===== src/rtl/led_pwm_regs.sv =====
// Register bank and PWM engine behind the AXI4-Lite slave's local bus.
// Per-channel duty/shadow/output logic lives in led_pwm_chan, instantiated once per LED.

module led_pwm_chan (
  input  logic       axi_clk,
  input  logic       axi_rstn,
  input  logic       i_wr,
  input  logic [7:0] i_wr_data,
  input  logic       i_load,
  input  logic       i_en,
  input  logic       i_inv,
  input  logic [7:0] i_pwm_cnt,
  output logic [7:0] o_duty,
  output logic       o_led
);
  logic [7:0] r_duty;
  logic [7:0] r_duty_act;
  logic       r_led;

  always_ff @(posedge axi_clk) begin
    if (!axi_rstn) begin
      r_duty     <= '0;
      r_duty_act <= '0;
      r_led      <= 1'b0;
    end else begin
      if (i_wr)   r_duty     <= i_wr_data;
      // Shadow copy takes the pre-write value when a write lands on a wrap.
      if (i_load) r_duty_act <= r_duty;
      r_led <= i_en ? ((i_pwm_cnt < r_duty_act) ^ i_inv) : i_inv;
    end
  end

  assign o_duty = r_duty;
  assign o_led  = r_led;
endmodule

module led_pwm_regs #(
  parameter int G_NUM_LEDS        = 8,
  parameter int G_BASE_ADDR_WIDTH = 13
) (
  input  logic                         axi_clk,
  input  logic                         axi_rstn,
  input  logic [G_BASE_ADDR_WIDTH-1:0] local_addr,
  input  logic [31:0]                  local_wr_data,
  input  logic                         local_wr,
  output logic [31:0]                  local_rd_data,
  output logic [G_NUM_LEDS-1:0]        led_out
);
  localparam logic [31:0] C_ID = 32'h4C454430;

  logic                         r_en;
  logic                         r_inv;
  logic [15:0]                  r_prescale;
  logic [15:0]                  r_presc_cnt;
  logic [7:0]                   r_pwm_cnt;
  logic [15:0]                  r_frame_cnt;
  logic [31:0]                  r_rd_data;

  logic                         w_hi;
  logic [5:0]                   w_word;
  logic                         w_wr_ok;
  logic                         w_tick;
  logic                         w_wrap;
  logic                         w_load;
  logic [31:0]                  w_rd;
  logic [G_NUM_LEDS-1:0][7:0]   w_duty;
  logic                         w_unused_bits;

  assign w_hi    = |(local_addr >> 8);
  assign w_word  = 6'(local_addr >> 2);
  assign w_wr_ok = local_wr & ~w_hi;
  assign w_tick  = r_en && (r_presc_cnt == r_prescale);
  assign w_wrap  = w_tick && (r_pwm_cnt == 8'd254);
  assign w_load  = ~r_en | w_wrap;
  assign w_unused_bits = ^local_wr_data[31:16];

  always_ff @(posedge axi_clk) begin
    if (!axi_rstn) begin
      r_en        <= 1'b0;
      r_inv       <= 1'b0;
      r_prescale  <= '0;
      r_presc_cnt <= '0;
      r_pwm_cnt   <= '0;
      r_frame_cnt <= '0;
      r_rd_data   <= '0;
    end else begin
      if (w_wr_ok && w_word == 6'd0) begin
        r_en  <= local_wr_data[0];
        r_inv <= local_wr_data[1];
      end
      if (w_wr_ok && w_word == 6'd1) r_prescale <= local_wr_data[15:0];

      // A prescaler lowered below the running count rolls through 0xFFFF.
      if (!r_en) begin
        r_presc_cnt <= '0;
        r_pwm_cnt   <= '0;
      end else begin
        r_presc_cnt <= w_tick ? 16'd0 : r_presc_cnt + 16'd1;
        if (w_tick) r_pwm_cnt <= (r_pwm_cnt == 8'd254) ? 8'd0 : r_pwm_cnt + 8'd1;
        if (w_wrap) r_frame_cnt <= r_frame_cnt + 16'd1;
      end

      r_rd_data <= w_rd;
    end
  end

  always_comb begin
    w_rd = '0;
    if (!w_hi) begin
      case (w_word)
        6'd0: w_rd = {30'b0, r_inv, r_en};
        6'd1: w_rd = {16'b0, r_prescale};
        6'd2: w_rd = {r_frame_cnt, 7'b0, r_en, r_pwm_cnt};
        6'd3: w_rd = C_ID;
        default: begin
          for (int i = 0; i < G_NUM_LEDS; i++)
            if (w_word == 6'(i + 4)) w_rd = {24'b0, w_duty[i]};
        end
      endcase
    end
  end

  for (genvar g = 0; g < G_NUM_LEDS; g++) begin : g_chan
    led_pwm_chan u_chan (
      .axi_clk   (axi_clk),
      .axi_rstn  (axi_rstn),
      .i_wr      (w_wr_ok && (w_word == 6'(g + 4))),
      .i_wr_data (local_wr_data[7:0]),
      .i_load    (w_load),
      .i_en      (r_en),
      .i_inv     (r_inv),
      .i_pwm_cnt (r_pwm_cnt),
      .o_duty    (w_duty[g]),
      .o_led     (led_out[g])
    );
  end

  assign local_rd_data = r_rd_data;
endmodule


===== config.mk =====
export PLATFORM = sky130hd
export DESIGN_NAME = led_pwm_regs
export DESIGN_NICKNAME = d
export VERILOG_FILES = /design/src/rtl/led_pwm_regs.sv
export SDC_FILE = /design/constraint.sdc
export NUM_CORES = 1
export LEC_CHECK = 0
export BUFFER_PORTS_ARGS = -buffer_cell sky130_fd_sc_hd__buf_4
export CAP_MARGIN = 20
export CORE_UTILIZATION = 59
export DETAILED_ROUTE_END_ITERATION = 10
export PLACE_DENSITY = 0.91
export SYNTH_ARGS = -nofsm -noshare
export SYNTH_HDL_FRONTEND = slang
export SYNTH_SLANG_ARGS = --single-unit

===== constraint.sdc =====
create_clock -name axi_clk -period 2.65 [get_ports axi_clk]
set_input_delay 0.3975 -clock axi_clk [delete_from_list [all_inputs] [get_ports axi_clk]]
set_output_delay 0.3975 -clock axi_clk [all_outputs]
set_load 0.005 [all_outputs]

# After elaboration in Yosys (flattened, before gate mapping)

Cells that the tools add are included.

Word-level logic and storage cells: 104
Bits in writable memories: 0
Register bits after elaboration: 226
Memory bits (read-only): 0
Memories kept: 0
Bits in latches: 0

Eq/ne operators: 13
Magnitude comparators: 8
Multipliers: 0
Multiplexer cells: 18
Divide/modulo/power cells: 0
Reduce and logical (&&, ||, !) cells: 18
Shift operators: 0
$add $sub $neg: 3
Bitwise operators: 13

Operators with widths:

| operator                                                         | count |
|---|---|
| 32-bit two-way mux                                               | 7 |
| 32-bit case mux with 4 select lines                              | 1 |
| 8-bit less-than comparator                                       | 8 |
| 16-bit by 1-bit adder with 16-bit output (second input constant) | 2 |
| 6-bit by 3-bit == test with 1-bit output (second input constant) | 4 |
| 6-bit by 4-bit == test with 1-bit output (second input constant) | 4 |
| 16-bit == test                                                   | 1 |
| 8-bit two-way mux                                                | 2 |
| 6-bit by 2-bit == test with 1-bit output (second input constant) | 2 |
| 1-bit logical AND                                                | 12 |
| 8-bit by 1-bit adder with 8-bit output (second input constant)   | 1 |
| 8-bit == test (second input constant)                            | 1 |
| 1-bit two-way mux                                                | 8 |
| 1-bit bitwise XOR                                                | 8 |
| 6-bit by 1-bit == test with 1-bit output (second input constant) | 1 |
| 6-bit zero test                                                  | 1 |
| 6-bit OR reduction                                               | 1 |
| 5-bit OR reduction                                               | 1 |
| 2-bit AND reduction                                              | 2 |
| 1-bit inverter                                                   | 3 |
| 3-bit OR reduction                                               | 1 |
| 1-bit AND                                                        | 1 |
| 1-bit bitwise OR                                                 | 1 |

# Logic depth before layout (Yosys ltp)

Gate-level depths: netlist (run 1).

Word-level depth: 10
Depth in mapped cells: 8
Mapped depth without buffers: 7

# Cells and area by module

From an unflattened synthesis (run 1), not the netlist that was laid out.

Cell total of the unflattened synthesis: 1170
Area total of the unflattened synthesis: 11155.7 µm²

Modules (own cells, without submodules):

| module       | times used | area an instance (µm²) | cells an instance |
|---|---|---|---|
| led_pwm_chan | 8          | 847.1                  | 82 |
| led_pwm_regs | 1          | 4379.2                 | 514 |

# Worst setup path before layout (run 1)

Ideal clock, no wire load.

Path type: register to register
From: register r_pwm_cnt[2]
To: register r_frame_cnt[5]
Buffers on the path: 1
Period minus slack after synthesis: 2.002 ns
Setup time: 0.059 ns
Stages on the path, launching flop included: 8
Arrival: 1.943 ns
Setup slack: 0.648 ns
Data required time: 2.591 ns
Path through: dfxtp_1 > and3_1 > and3_1 > and3_1 > nand2_4 > buf_6 > or4_1 > nand2_1

Word-level cells in the longest chain between the ends: 3

Ends and longest elaborated chain:

| what                                 | RTL line | source |
|---|---|---|
| from (decl)                          | 55       | `logic [7:0] r_pwm_cnt;` |
| from (signal assigned)               | 99       | `if (w_tick) r_pwm_cnt <= (r_pwm_cnt == 8'd254) ? 8'd0 : r_pwm_cnt + 8'd1;` |
| 8-bit == test                        | 73       | `assign w_wrap = w_tick && (r_pwm_cnt == 8'd254);` |
| 1-bit logical AND                    | 73       |  |
| 2-bit AND reduction (no source line) | -        |  |
| to (signal assigned)                 | 100      | `if (w_wrap) r_frame_cnt <= r_frame_cnt + 16'd1;` |
| to (decl)                            | 56       | `logic [15:0] r_frame_cnt;` |

No other way between the ends.
A chain may end at the register's enable or synchronous reset.

# Worst setup path in the final report (run 1)

From: register r_pwm_cnt[7]
To: register g_chan[5].u_chan.r_led

Word-level cells in the longest chain between the ends: 3

Ends and longest elaborated chain:

| what                       | RTL line | source |
|---|---|---|
| 8-bit less-than comparator | 29       | `r_led <= i_en ? ((i_pwm_cnt < r_duty_act) ^ i_inv) : i_inv;` |
| 1-bit bitwise XOR          | 29       |  |
| 1-bit two-way mux          | 29       |  |
| to (signal assigned)       | 29       |  |
| to (decl)                  | 18       | `logic r_led;` |

No other way between the ends.

==> summary.md, run 1 <==
| Metric | Value |
|---|---|
| Status | `completed` |
| H-tree Lvls | `1` |
| Post-synth top area cell | `dfxtp_1` |
| Fmax achieved | `420.5 MHz` |
| Crit-path max cell delay | `600 ps` |
| Synth cell types | `56` |
| Crit path time final | `2378 ps` |
| Final ANT Viol Nets | `0` |
| Largest net degree at the start of global routing | `63` |
| Final net count | `1333` |
| Met1 track demand over resource | `40.07%` |
| Vias in the first global route | `9087` |
| LEAKAGE | `4.590 nW` |
| # IOs | `88` |
| Final setup TNS | `0 ps` |
| Pwr Density | `559.6 nW/um2` |
| Clk_skew | `9.644 ps` |
| TritonCTS clock tree | `yes` |
| TritonCTS sink count | `226` |
| Post-synthesis sequential area ratio | `42.83%` |
| All-Layer GR Usage | `32.18%` |
| Root buffer cell | `clkbuf_16` |
| Vias | `9273` |
| DP Worst Slack | `317.6 ps` |
| Final worst slack | `271.7 ps` |
| Core area | `17420 um2` |
| Placed Area | `11320 um2` |
| Final instance area | `12040 um2` |
| Worst-margin pin slew | `985.8 ps` |
| Global placer's final weighted congestion | `0.8666` |
| Fill cells | `1137` |
| Hold crit path type | `primary input to flip-flop` |
| First-pass GRT wire length | `46400 um` |
| Yosys top cell area share | `42.83%` |
| Share of cells above drive strength 1 | `13.47%` |
| Slew headroom | `33.78%` |
| Netlist Area Pre-Place | `10560 um2` |
| DIE HEIGHT | `135.8 um` |
| Worst Path Max Fanout | `12` |
| Power, Total | `6.738 mW` |
| CP cell instances | `ha_1 > nand2b_1 > a2111oi_0 > nor2b_1 > a221oi_1 > mux2i_1` |
| Crit start category | `flip-flop` |
| Max Slew Vio Count | `0` |
| Number of setup buffers added after CTS | `0` |
| Post-synth ARST share | `0%` |
| Reg clk slew, reported paths | `70 ps` |
| # hold bufs at CTS | `0` |
| Syn_area_per_cell | `8.982 um2` |
| #FFs+latches synth | `226` |
| Final hold vios | `0` |
| Mapped Nets | `1284` |
| Post-DP HPWL | `19030 um` |
| Met2 GRT Util | `51.28%` |
| Row Count | `48` |
| DRT iter0 DRCs | `1349` |
| CP Capture Type | `flip-flop` |
| Final setup viols | `0` |
| Die X | `135.8 um` |
| Antenna cells | `0` |
| Most used DFF post-synth | `dfxtp_1` |
| Post-detailed-route wirelength per cell | `20.04 um` |
| Drt first pass iters | `5` |
| Critical path's slowest cell | `a2111oi_0` |
| Post-Syn Instances | `1176` |
| RSZ-0062 raised after global routing | `false` |
| Later-pin clock latency in the skew report | `510 ps` |
| CP arrival | `2730 ps` |
| CTS resizes | `0` |
| Residual DRC | `0` |
| Ranking of synthesized cells by area | `dfxtp_1 (43%), mux2i_1 (7.3%), ha_1 (7.1%)` |
| CP required | `3000 ps` |
| Peak supply drop | `0.0006370 V` |
| Met3 Resource Use GR | `7.407%` |
| Die Area | `18440 um2` |
| Post-layout util | `69.13%` |
| Number of flops mapped to enable cells by yosys | `0` |
| Synth Warn # | `0` |
| Final Cycle Share | `89.75%` |
| DRT Wirelength | `29360 um` |
| Clock buffer depth | `3` |
| Max-Cap Viols | `0` |
| Initial antenna violation count | `0` |
| Grt peak-use layer | `met2` |
| Grt ovf | `0` |
| Initial core utilization | `60.65%` |
| Routed vias/inst | `6.330` |
| Crit path kind | `flip-flop to flip-flop` |
| Port-buffer cells | `69` |
| Synthesis-to-finish area growth | `13.99%` |
| Total CTS buffers | `23` |
-- metal layers --
metal  part of all wire (%)  up-vias
li1                       -     4192
met2                     44      609
met5                      0        -
met1                     39     4322
met4                    5.6        0
met3                     11      150
-- through the flow --
step	cells	hold slack, ps
2_1_floorplan	1176	432.7
3_3_place_gp	1425	443.8
3_5_place_dp	1425	448.9
4_1_cts	1465	135.7
5_1_grt	1465	150.5
6_report	1465	144.4
-- power by group --
group | switching, mW | total, mW | internal, mW
sequential | 0.000327 | 3.40 | 3.40
clock | 1.33 | 3.12 | 1.79
combinational | 0.157 | 0.216 | 0.0587
total | 1.49 | 6.74 | 5.25
-- synth_stat cells, types with 4 or more instances --
cell       count
dfxtp_1      226
nor2_1       129
nand2_1      101
nand3_1       90
mux2i_1       77
inv_1         63
ha_1          60
o31ai_1       59
clkbuf_1      47
a21oi_1       46
o21ai_0       37
xor2_1        27
and3_1        23
buf_2         19
o21a_1        16
xnor2_1       14
nand2b_1      12
nor2b_1       11
a221oi_1      10
buf_4         10
a2111oi_0      8
a21boi_0       8
nand4_1        8
or3_1          7
mux4_2         6
nor3_1         6
buf_1          5
nor4_2         5
and4_1         4
or4_1          4
-- registers in the layout (all words and copies together), names as in the netlist --
| signal | flops |
|---|---|
| r_frame_cnt | 16 |
| g_chan.u_chan.o_led | 8 |
| r_pwm_cnt | 8 |
| r_inv | 1 |
| local_rd_data | 32 |
| g_chan.u_chan.o_duty | 64 |
| r_en | 1 |
| r_prescale | 16 |
| r_presc_cnt | 16 |
| g_chan.u_chan.r_duty_act | 64 |
-- cell families (layout without fill, tap and decap cells) --
family                     after synthesis  count (layout)  synth area share (%)
adders and majority gates               60              60                 7.107
and+or+nand+nor                        415             415                 19.25
AOI/OAI and AO/OA                      200             200                 12.53
xor gates and xnor gates                41              41                 3.400
muxes                                   86              86                 8.896
buffers and inverters                  148             212                 5.982
DFF                                    226             226                 42.83
-- layout by cell type (no fill, tap or decap), drive strengths merged, types with 4 or more instances in the layout --
cell type,synthesis,final
o31ai,59,59
nand2b,12,12
nand2,102,102
a2111oi,8,8
nor4,9,9
clkinv,1,4
o21a,16,16
nor3,10,10
clkbuf,47,36
and4,4,4
mux2i,77,77
ha,60,60
inv,64,64
buf,36,107
or4,4,4
a221oi,10,10
and3,23,23
a21boi,8,8
nor2b,11,11
nor2,131,131
dfxtp,226,226
or3,7,7
o21ai,38,38
nand3,90,90
mux4,6,6
nand4,9,9
xor2,27,27
xnor2,14,14
a21oi,46,46
-- final cells by class --
class	instances	area, um2	share of cell area (%)
Multi-Input combinational cell	802	5418	45.00
Sequential cell	226	4524	37.58
Timing Repair Buffer	107	853.3	7.087
Clock buffer	36	694.4	5.767
Tap cell	225	281.5	2.338
Inverter	65	246.5	2.047
Clock inverter	4	22.52	0.1871
-- worst paths after layout --
| path | slack [ps] | start | end | cells after the start |
|---|---|---|---|---|
| hold reg to reg | 460 | g_chan[6].u_chan.r_duty_act[0] | g_chan[6].u_chan.r_duty_act[0] | 2 |
| setup / recovery | 270 | r_pwm_cnt[7] | g_chan[5].u_chan.o_led | 6 |
| hold / removal | 140 | local_wr_data[10] | r_prescale[10] | 3 |
| setup reg to reg | 270 | r_pwm_cnt[7] | g_chan[5].u_chan.o_led | 6 |
-- worst max-delay path, delay by kind of cell (launching register included) --
kind	cells	cell delay, ps
AO/OA/AOI/OAI	2	720
adder cells (fa/ha/maj)	1	340
flip-flops	1	570
multiplexers	1	190
AND/OR/NAND/NOR	2	390
Power figures use the tool's default switching activity.
==> run 2, diff against run 1 <==
--- a/config.mk
+++ b/config.mk
@@ -8,7 +8,9 @@
 export BUFFER_PORTS_ARGS = -buffer_cell sky130_fd_sc_hd__buf_4
 export CAP_MARGIN = 20
 export CORE_UTILIZATION = 59
+export CTS_CLUSTER_DIAMETER = 100
 export DETAILED_ROUTE_END_ITERATION = 10
+export GPL_TIMING_DRIVEN = 0
 export PLACE_DENSITY = 0.91
 export SYNTH_ARGS = -nofsm -noshare
 export SYNTH_HDL_FRONTEND = slang
==> run 2 against run 1 <==
Flip-flop and latch count did not move. Sequential power barely moved. Power rose by 3.3%. Non-clock buffer count rose by 38. Count of clock-buffer cells in the layout did not move. Largest cell class unchanged. Highest routed layer unchanged.
==> summary.md, run 2 (same netlist as run 1, synthesis figures left out) <==
| Metric | Value |
|---|---|
| Final ANT Viol Nets | `0` |
| Int Power | `5.432 mW` |
| Share of cells above drive strength 1 | `12.21%` |
| Worst Path Max Fanout | `12` |
| Die Area | `18440 um2` |
| CP cell instances | `and3_1 > nand3_1 > o21ai_1 > buf_2 > buf_2 > nand3_1 > o31ai_1` |
| CP arrival | `2970 ps` |
| Synthesis-to-finish area growth | `14.48%` |
| Initial antenna violation count | `0` |
| Post-DP HPWL | `21210 um` |
| Crit-path max cell delay | `900 ps` |
| R2R setup slack | `110 ps` |
| Later-pin clock latency in the skew report | `520 ps` |
| DRT Wirelength | `30580 um` |
| Peak supply drop | `0.0004716 V` |
| Worst-margin pin slew | `995.0 ps` |
| Max-Cap Viols | `0` |
| Clock buffer depth | `3` |
| Routed vias/inst | `6.276` |
| Drt first pass iters | `9` |
| Seq pwr share | `48.8%` |
| Root buffer cell | `clkbuf_16` |
| Hold slack | `123.2 ps` |
| All-Layer GR Usage | `33.08%` |
| TritonCTS clock tree | `yes` |
| Final hold vios | `0` |
| Clk_skew | `11.20 ps` |
| Critical path's slowest cell | `dfxtp_1` |
| Initial core utilization | `60.65%` |
| Port-buffer cells | `59` |
| Crit path kind | `flip-flop to flip-flop` |
| Status | `completed` |
| Residual DRC | `0` |
| Row Count | `48` |
| DIE HEIGHT | `135.8 um` |
| Grt ovf | `0` |
| Fill cells | `1183` |
| Reg clk slew, reported paths | `60 ps` |
| Total CTS buffers | `24` |
| Crit start category | `flip-flop` |
| Antenna cells | `0` |
| Final Cycle Share | `95.92%` |
| Final cell count without fillers | `1503` |
| Fmax achieved | `393.4 MHz` |
| Max Slew Vio Count | `0` |
| DRT iter0 DRCs | `1210` |
| RSZ-0062 raised after global routing | `false` |
| Combinational power share | `3.2%` |
| Final net count | `1372` |
| Global placer's final weighted congestion | `0.9842` |
| TritonCTS sink count | `226` |
| H-tree Lvls | `1` |
| CP required | `3080 ps` |
| Final setup TNS | `0 ps` |
| Largest net degree at the start of global routing | `16` |
| Core area | `17420 um2` |
| Die X | `135.8 um` |
| # IOs | `88` |
| Clock power share | `48.0%` |
| Most common cell after layout, fill and taps aside | `dfxtp_1` |
| Most frequent cells in the layout | `dfxtp_1 (223), nor2_1 (129), nand2_1 (101)` |
| Crit path time final | `2542 ps` |
| Final setup viols | `0` |
| # hold bufs at CTS | `0` |
| Placed Instances | `1460` |
| P_sw | `1.526 mW` |
| Sw Ratio | `21.94%` |
| Pwr Density | `575.4 nW/um2` |
| Slew headroom | `33.16%` |
| Vias | `9433` |
| LEAKAGE | `4.554 nW` |
| CP Capture Type | `flip-flop` |
| Hold crit path type | `primary input to flip-flop` |
| Post-detailed-route wirelength per cell | `20.34 um` |
| Vias in the first global route | `8993` |
| First-pass GRT wire length | `47110 um` |
==> run 2: cell types whose count changed in the layout (fill, tap and decap cells not counted), sizes merged <==
cell and delta:
clkbuf +47, buf -9, clkinv -1, bufinv +1, clkinvlp -1, inv +1
==> run 2: layer usage <==
| metal | routed length (um) | up-vias | track usage [%] |
|---|---|---|---|
| li1 | - | 4274 | - |
| met1 | 11650 | 4354 | 41.24 |
| met2 | 13450 | 666 | 51.59 |
| met3 | 3746 | 139 | 8.268 |
| met4 | 1733 | 0 | 19.54 |
| met5 | 0 | - | 0 |
==> run 2: layout make-up <==
| cell class | count | area (um2) | share of cell area, % |
|---|---|---|---|
| Clock buffer | 36 | 726.9 | 6.012 |
| Multi-Input combinational cell | 802 | 5406 | 44.71 |
| Tap cell | 225 | 281.5 | 2.328 |
| Timing Repair Buffer | 62 | 465.4 | 3.849 |
| Buffer | 83 | 387.9 | 3.208 |
| Inverter | 65 | 244.0 | 2.018 |
| Sequential cell | 226 | 4528 | 37.45 |
| Clock inverter | 4 | 51.30 | 0.4243 |
==> run 2: timing repair <==
item / 4_1_cts / 5_1_grt
setup endpoints to repair: 0 / 64
buffers inserted: 0 / 3
gates resized for setup: 0 / 3
==> run 2: worst max-delay path, delay by kind of cell, from the launching register on <==
family,cells,cell delay [ps]
AO/OA/AOI/OAI,2,360
flip-flops,1,900
AND/OR/NAND/NOR,3,620
buffers and inverters,2,580
==> run 2: worst paths after layout <==
path,end,from,cells after the start
worst max register to register,g_chan[6].u_chan.r_duty_act[7],r_pwm_cnt[5],7
worst min register to register,g_chan[3].u_chan.o_duty[0],g_chan[3].u_chan.o_duty[0],2
worst max-delay path,g_chan[6].u_chan.r_duty_act[7],r_pwm_cnt[5],7
worst min-delay path,r_prescale[8],local_wr_data[8],3
==> run 2: power groups by stage <==
stage / clock (mW) / combinational [mW] / sequential [mW]
after floorplan: 0 / 0.121 / 3.47
final: 3.34 / 0.223 / 3.40
after detailed placement: 0 / 0.210 / 3.47
after CTS: 3.33 / 0.212 / 3.40
after global placement: 0 / 0.206 / 3.47
after global routing: 3.47 / 0.229 / 3.40
==> run 2: through the flow <==
step                      total power [mW]  utilization, %  cell area [um2]  setup slack [ps]
after floorplan                      3.594               -            10560             648.0
after global placement               3.679           64.81            11290             87.11
after detailed placement             3.683           64.81            11290             51.09
after CTS                            6.937           69.27            12070             24.62
after global routing                 7.100           69.43            12090             22.11
final                                6.958           69.43            12090             108.0
